**src/rtl/rom_socket_flash_initiator.sv**
```systemverilog
// Host initiator: maps MODE/WRITE/READ/PROGRAM requests onto ROM-socket read cycles.
// Define ROM_ADDR_CACHE_EN to skip LO/MID/BANK cycles that repeat the last value sent.
module rom_socket_flash_initiator #(
  parameter int SETUP  = 1,
  parameter int STROBE = 2,
  parameter int GAP    = 1
) (
  input  logic        fast_clock,
  input  logic        reset,
  input  logic        req_valid,
  output logic        req_ready,
  input  logic [1:0]  req_cmd,
  input  logic [18:0] req_addr,
  input  logic [7:0]  req_wdata,
  output logic        rsp_valid,
  output logic [7:0]  rsp_rdata,
  output logic        busy,
  output logic [14:0] rom_addr,
  input  logic [7:0]  rom_data,
  output logic        rom_ce_n,
  output logic        rom_oe_n
);
  localparam int TOTAL = SETUP + STROBE + GAP;
  localparam int PW = $clog2(TOTAL + 1);
  localparam logic [PW-1:0] PH_ON  = PW'(SETUP - 1);
  localparam logic [PW-1:0] PH_OFF = PW'(SETUP + STROBE - 1);
  localparam logic [PW-1:0] PH_END = PW'(TOTAL - 1);

  localparam logic [1:0] CMD_MODE = 2'd0;
  localparam logic [1:0] CMD_READ = 2'd2;
  localparam logic [1:0] CMD_PROG = 2'd3;
  localparam logic [14:0] RD_WORD = 15'h0600;

  typedef enum logic [2:0] {IDLE, ENTER, ADDR, DATA, DONE} state_t;

  function automatic logic [14:0] enter_word(
    input logic [2:0] i,
    input logic       f
  );
    case (i)
      3'd0:    enter_word = 15'h0555;
      3'd1:    enter_word = 15'h0AAA;
      3'd2:    enter_word = 15'h0555;
      3'd3:    enter_word = 15'h02AA;
      default: enter_word = {14'd0, f};
    endcase
  endfunction

  function automatic logic [14:0] addr_word(
    input logic [1:0]  i,
    input logic [18:0] a
  );
    case (i)
      2'd0:    addr_word = {4'd0, 3'd0, a[7:0]};
      2'd1:    addr_word = {4'd0, 3'd1, a[15:8]};
      default: addr_word = {4'd0, 3'd2, 5'd0, a[18:16]};
    endcase
  endfunction

  // Step 3 is the caller's own address; 0..2 are the JEDEC unlock writes.
  function automatic logic [18:0] raw_a(
    input logic [1:0]  s,
    input logic [18:0] a
  );
    case (s)
      2'd1:    raw_a = 19'h02AAA;
      2'd3:    raw_a = a;
      default: raw_a = 19'h05555;
    endcase
  endfunction

  function automatic logic [7:0] raw_d(
    input logic [1:0] s,
    input logic [7:0] d
  );
    case (s)
      2'd0:    raw_d = 8'hAA;
      2'd1:    raw_d = 8'h55;
      2'd2:    raw_d = 8'hA0;
      default: raw_d = d;
    endcase
  endfunction

  // First address cycle at or after start that must be issued; 3 = none left.
  function automatic logic [1:0] first_idx(
    input logic [1:0] start,
    input logic [2:0] hit_v
  );
    first_idx = 2'd3;
    for (int i = 2; i >= 0; i--)
      if (2'(i) >= start && !hit_v[i]) first_idx = 2'(i);
  endfunction

  state_t        st;
  logic [2:0]    idx;
  logic [1:0]    step;
  logic [1:0]    cmd_q;
  logic [PW-1:0] ph;
  logic [18:0]   addr_q;
  logic [7:0]    wdata_q;
  logic [7:0]    rd_q;
  logic          flag_q;
  logic          mode_q;

  logic [1:0]    t_cmd;
  logic [1:0]    t_step;
  logic [18:0]   t_a;
  logic [7:0]    t_d;
  logic [18:0]   tgt_a;
  logic [1:0]    nidx;
  logic [14:0]   nword;
  logic [2:0]    hit;
  logic          last;

  assign last = (ph == PH_END);

  always_comb begin
    t_cmd  = cmd_q;
    t_step = step;
    t_a    = addr_q;
    t_d    = wdata_q;
    if (st == IDLE) begin
      t_cmd  = req_cmd;
      t_step = (req_cmd == CMD_PROG) ? 2'd0 : 2'd3;
      t_a    = req_addr;
      t_d    = req_wdata;
    end else if (st == DATA) begin
      t_step = step + 2'd1;
    end
    tgt_a = raw_a(t_step, t_a);
    nidx  = first_idx((st == ADDR) ? idx[1:0] + 2'd1 : 2'd0, hit);
    if (nidx == 2'd3)
      nword = (t_cmd == CMD_READ) ? RD_WORD
                                  : {4'd0, 3'd7, raw_d(t_step, t_d)};
    else
      nword = addr_word(nidx, tgt_a);
  end

`ifdef ROM_ADDR_CACHE_EN
  logic [14:0] c_lo;
  logic [14:0] c_mid;
  logic [14:0] c_bank;
  logic        c_v;

  always_comb begin
    hit[0] = c_v && (c_lo   == addr_word(2'd0, tgt_a));
    hit[1] = c_v && (c_mid  == addr_word(2'd1, tgt_a));
    hit[2] = c_v && (c_bank == addr_word(2'd2, tgt_a));
  end

  // Unlock cycles land on the bridge's BANK/LO latches, so ENTER invalidates.
  always_ff @(posedge fast_clock) begin
    if (reset) begin
      c_v    <= 1'b0;
      c_lo   <= '0;
      c_mid  <= '0;
      c_bank <= '0;
    end else if (st == ENTER) begin
      c_v <= 1'b0;
    end else if (st == ADDR) begin
      case (idx[1:0])
        2'd0:    c_lo <= rom_addr;
        2'd1:    c_mid <= rom_addr;
        default: begin
          c_bank <= rom_addr;
          c_v    <= 1'b1;
        end
      endcase
    end
  end
`else
  assign hit = 3'b000;
`endif

  always_ff @(posedge fast_clock) begin
    if (reset) begin
      st        <= IDLE;
      idx       <= '0;
      step      <= '0;
      cmd_q     <= '0;
      ph        <= '0;
      addr_q    <= '0;
      wdata_q   <= '0;
      rd_q      <= '0;
      flag_q    <= 1'b0;
      mode_q    <= 1'b0;
      req_ready <= 1'b1;
      busy      <= 1'b0;
      rsp_valid <= 1'b0;
      rsp_rdata <= '0;
      rom_addr  <= '0;
      rom_ce_n  <= 1'b1;
      rom_oe_n  <= 1'b1;
    end else begin
      rsp_valid <= 1'b0;
      if (st == ENTER || st == ADDR || st == DATA) begin
        ph <= ph + 1'b1;
        if (ph == PH_ON) begin
          rom_ce_n <= 1'b0;
          rom_oe_n <= 1'b0;
        end
        if (ph == PH_OFF) begin
          rom_ce_n <= 1'b1;
          rom_oe_n <= 1'b1;
          if (st == DATA) rd_q <= rom_data;
        end
      end
      unique case (st)
        IDLE: if (req_valid && req_ready) begin
          cmd_q     <= req_cmd;
          addr_q    <= req_addr;
          wdata_q   <= req_wdata;
          step      <= t_step;
          req_ready <= 1'b0;
          busy      <= 1'b1;
          ph        <= '0;
          if (req_cmd == CMD_MODE || !mode_q) begin
            st       <= ENTER;
            idx      <= '0;
            rom_addr <= enter_word(3'd0, 1'b0);
            flag_q   <= (req_cmd == CMD_MODE) ? req_wdata[0] : 1'b1;
          end else begin
            st       <= (nidx == 2'd3) ? DATA : ADDR;
            idx      <= {1'b0, nidx};
            rom_addr <= nword;
          end
        end
        ENTER: if (last) begin
          ph <= '0;
          if (idx != 3'd4) begin
            idx      <= idx + 3'd1;
            rom_addr <= enter_word(idx + 3'd1, flag_q);
          end else begin
            mode_q <= flag_q;
            if (cmd_q == CMD_MODE) begin
              st <= DONE;
            end else begin
              st       <= (nidx == 2'd3) ? DATA : ADDR;
              idx      <= {1'b0, nidx};
              rom_addr <= nword;
            end
          end
        end
        ADDR: if (last) begin
          ph       <= '0;
          st       <= (nidx == 2'd3) ? DATA : ADDR;
          idx      <= {1'b0, nidx};
          rom_addr <= nword;
        end
        DATA: if (last) begin
          if (step != 2'd3) begin
            step     <= step + 2'd1;
            ph       <= '0;
            st       <= (nidx == 2'd3) ? DATA : ADDR;
            idx      <= {1'b0, nidx};
            rom_addr <= nword;
          end else begin
            st <= DONE;
          end
        end
        DONE: begin
          st        <= IDLE;
          rsp_valid <= 1'b1;
          rsp_rdata <= (cmd_q == CMD_READ) ? rd_q : 8'h00;
          busy      <= 1'b0;
          req_ready <= 1'b1;
        end
        default: st <= IDLE;
      endcase
    end
  end
endmodule
```
**config.mk**
```make
export PLATFORM = sky130hd
export DESIGN_NAME = rom_socket_flash_initiator
export DESIGN_NICKNAME = d
export VERILOG_FILES = /design/src/rtl/rom_socket_flash_initiator.sv
export SDC_FILE = /design/constraint.sdc
export NUM_CORES = 1
export LEC_CHECK = 0
export ABC_AREA = 1
export CORE_MARGIN = 5
export CORE_UTILIZATION = 25
export CTS_CLUSTER_SIZE = 14
export DETAILED_ROUTE_END_ITERATION = 12
export MAX_ROUTING_LAYER = met4
export PLACE_DENSITY = 0.48
export SLEW_MARGIN = 20
export SYNTH_ARGS = -nofsm -noshare
export SYNTH_HDL_FRONTEND = slang
export SYNTH_SLANG_ARGS = --single-unit
```
**constraint.sdc**
```tcl
create_clock -name fast_clock -period 1.9 [get_ports fast_clock]
set_input_delay 0.19 -clock fast_clock [delete_from_list [all_inputs] [get_ports fast_clock]]
set_output_delay 0.19 -clock fast_clock [all_outputs]
set_load 0.05 [all_outputs]
```
==> flow_summary.toml <==
[synthesis]
yosys.area_share.simple_pct = 28.8
async_reset_ff_share_pct = 0
synth_mux_area_share_pct = 0
yosys_most_used_dff = "dfxtp_1"
syn_inst = 558
synth_commonest_cells = "nand2_1 (134), dfxtp_1 (74), o21ai_0 (59)"
yosysSeqAreaShare_pct = 37.4
synth_compound_area_share_pct = 20.6
yosysMostFrequentCell = "nand2_1"
synth_top_cell_by_area = "dfxtp_1"
ys_ff_latch = 74
synthTopCellsByArea = "dfxtp_1 (37%), nand2_1 (13%), o21ai_0 (7.4%)"
synth_top_family_by_area = "simple AND/OR/NAND/NOR gates"
yosysUniqueCellTypes = 38
synth_fa_ha_area_share_pct = 3.16
synth_top_area_share_pct = 37.4
syn-cell-area_mm2 = 0.00397
synth_edf_count = 0
synth_xor_area_share_pct = 0.410
yosysWarnings = 0
syn_avg_cell_area_um2 = 7.11

[detailed_routing]
ant_nets = 0
wl_per_cell_um = 13.8
vias = 4007
drt-vias-per-instance = 4.51
drt_wl_total_mm = 12.3
drt_iter0_drc = 244
post-route-drc-count = 0
firstDrtPassIters = 4

[worst_setup_path]
critPathMaxFanout = 4
startpoint = "ph[0]"
ff2ff_path_depth = 12
criticalPathCategory = "register to register"
crit_arrival_ns = 2.03
r2r_slack_ns = 0.10
reg2reg_from = "ph[0]"
worst_setup_path_start_kind = "register"
cp-end-kind = "register"
reg2reg_to = "rom_addr[2]"
worst_ep_required_time_ns = 2.13

[sta]
min_period_ns = 1.80
timing.hold.ws_ns = 0.432
finalCritPeriodShare_pct = 94.7
maxSlewViolCount = 0
tightest_slew_ns = 0.765
setup_viol = 0
final.setup_skew_ns = 0.00589
rsz0062_at_grt = "yes"
finalHoldViolCount = 0
relSlewSlack_pct = 48.8
max_freq_mhz = 556

[floorplan]
rows = 46
core-area_mm2 = 0.0157
initial_core_util_pct = 25.2
io_pins = 68
fp.dieW_um = 136
die_height_um = 136
dieArea_mm2 = 0.0185

[cts]
clock_path_buffers = 2
cts_tree = "done"
clkTransAtPathRegs_ns = 0.06
numCtsBuffers = 9
cts_root_buf = "clkbuf_16"
htree_num_levels = 3
insertion_delay_ns = 0.34
cts_sinks = 74

[global_route]
grt_pass1_wl_mm = 20.2
overflow = 0
grt_pass1_vias = 4090
track_usage_pct = 14.2
antenna_found_initial = 0
grt_max_degree = 34

[layout]
fin_cells = 889
nNetsFinal = 718
area_delta_synth_final_pct = 42.8
filler_cell_count = 1668
drive_above_1_share_pct = 20.4
num_antenna_cells = 0

[place]
io_buffers = 64
dp_cells = 859
place.gp.congestion = 0.887
post-dp-hpwl_mm = 9.37

[hold_path]
hp-class = "input port to register"
hold_end = "rd_q[0]"
hp-start = "rom_data[0]"
hold_depth = 3

[flow_run]
maxCapViolCount = 0

[power_and_ir_drop]
vdd_drop_max_v = 0.000502
p_leak_uw = 0.00239
p_total_uw = 8390
cellPowerDensity_mw_per_mm2 = 1480

[status]
status = "completed"
-- logic make-up (layout without fill, tap and decap cells) --
logic type / Yosys count / in the layout
adders and majority gates: 10 / 10
buffers and inverters: 86 / 199
DFF: 74 / 74
other: 1 / 3
and+or+nand+nor: 250 / 250
AOI/OAI and AO/OA: 136 / 136
xor gates and xnor gates: 1 / 1
-- how the worst max path moves through the flow --
stage,endpoint,slack [ns],depth (start not counted)
after floorplan,rom_addr[5],0.11,11
after CTS,rom_addr[4],0.02,10
after global routing,rom_addr[6],-0.03,12
final,rom_addr[2],0.10,12
after global placement,rom_addr[4],-0.01,12
after detailed placement,rom_addr[4],-0.03,12
-- report_power, final --
group | total, µW | switching, µW | internal [µW] | leakage, µW
clock | 1880 | 696 | 1180 | 0.000147
combinational | 4370 | 2660 | 1710 | 0.00164
sequential | 2140 | 226 | 1910 | 0.000610
-- critical path: stages (launching register included) --
cell     delay [ns]
dfxtp_2        0.36
ha_4           0.14
ha_4           0.12
inv_2          0.05
o21ai_1        0.11
nand2_1        0.10
nor2_4         0.15
nand2_4        0.10
buf_4          0.16
nor2_4         0.13
inv_2          0.05
a21oi_2        0.12
a21oi_1        0.08
-- registers in the layout, indices dropped and copies added (netlist names) --
signal and cells:
flag_q 1, rsp_valid 1, rd_q 8, addr_q 19, busy 1, st 3, rsp_rdata 8, cmd_q 2
rom_oe_n 1, idx 3, wdata_q 8, mode_q 1, ph 3, rom_addr 12, step 2, req_ready 1
-- cell usage in the layout, fill, tap and decap left out, drive strengths merged --
cell type      netlist  layout
a211oi              14      14
a21oi               34      34
a31oi                2       2
a32o                 8       8
and2                 1       1
buf                 14      56
bufinv               0       2
clkbuf               9      10
clkdlybuf4s50        0      64
clkinv               5       4
clkinvlp             0       5
conb                 1       3
dfxtp               74      74
ha                  10      10
inv                 58      58
nand2              145     145
nand3               29      29
nand3b               1       1
nand4                4       4
nor2                61      61
nor3                 6       6
nor4                 2       2
o2111ai              1       1
o211ai               9       9
o21ai               68      68
or2                  1       1
xor2                 1       1
-- final cells by class --
| cell class | count | area (µm²) | area share, % |
|---|---|---|---|
| multi-input cells | 400 | 2210 | 39.1 |
| inverters | 63 | 250 | 4.42 |
| clock buffers | 10 | 239 | 4.22 |
| flip-flops and latches | 74 | 1500 | 26.4 |
| clock inverters | 6 | 90.1 | 1.59 |
| well taps | 216 | 270 | 4.77 |
| repair buffers | 120 | 1100 | 19.5 |
-- metrics by stage --
stage | setup slack [ns] | utilization, % | setup TNS [ns] | area, µm²
after floorplan | 0.109 | - | 0 | 3970
after global placement | -0.0113 | 32.4 | -0.0185 | 5100
after detailed placement | -0.0324 | 32.4 | -0.0638 | 5100
after CTS | 0.0171 | 34.6 | 0 | 5440
after global routing | -0.0254 | 36.0 | -0.0402 | 5660
final | 0.100 | 36.0 | 0 | 5660
-- timing repair --
item,in CTS,in global routing
hold endpoints to repair,0,0
setup endpoints to repair,2,9
gates resized for setup,2,42
setup buffers,1,14
pin swaps,1,16
hold buffers,0,0
-- per-layer routing --
metal	track usage (%)	vias up	wire, µm
li1	-	2071	-
met1	18.6	1810	5910
met3	3.33	23	607
met4	5.04	0	244
met5	-	-	0
met2	21.6	103	5500
(Power assumes the default switching activity.)
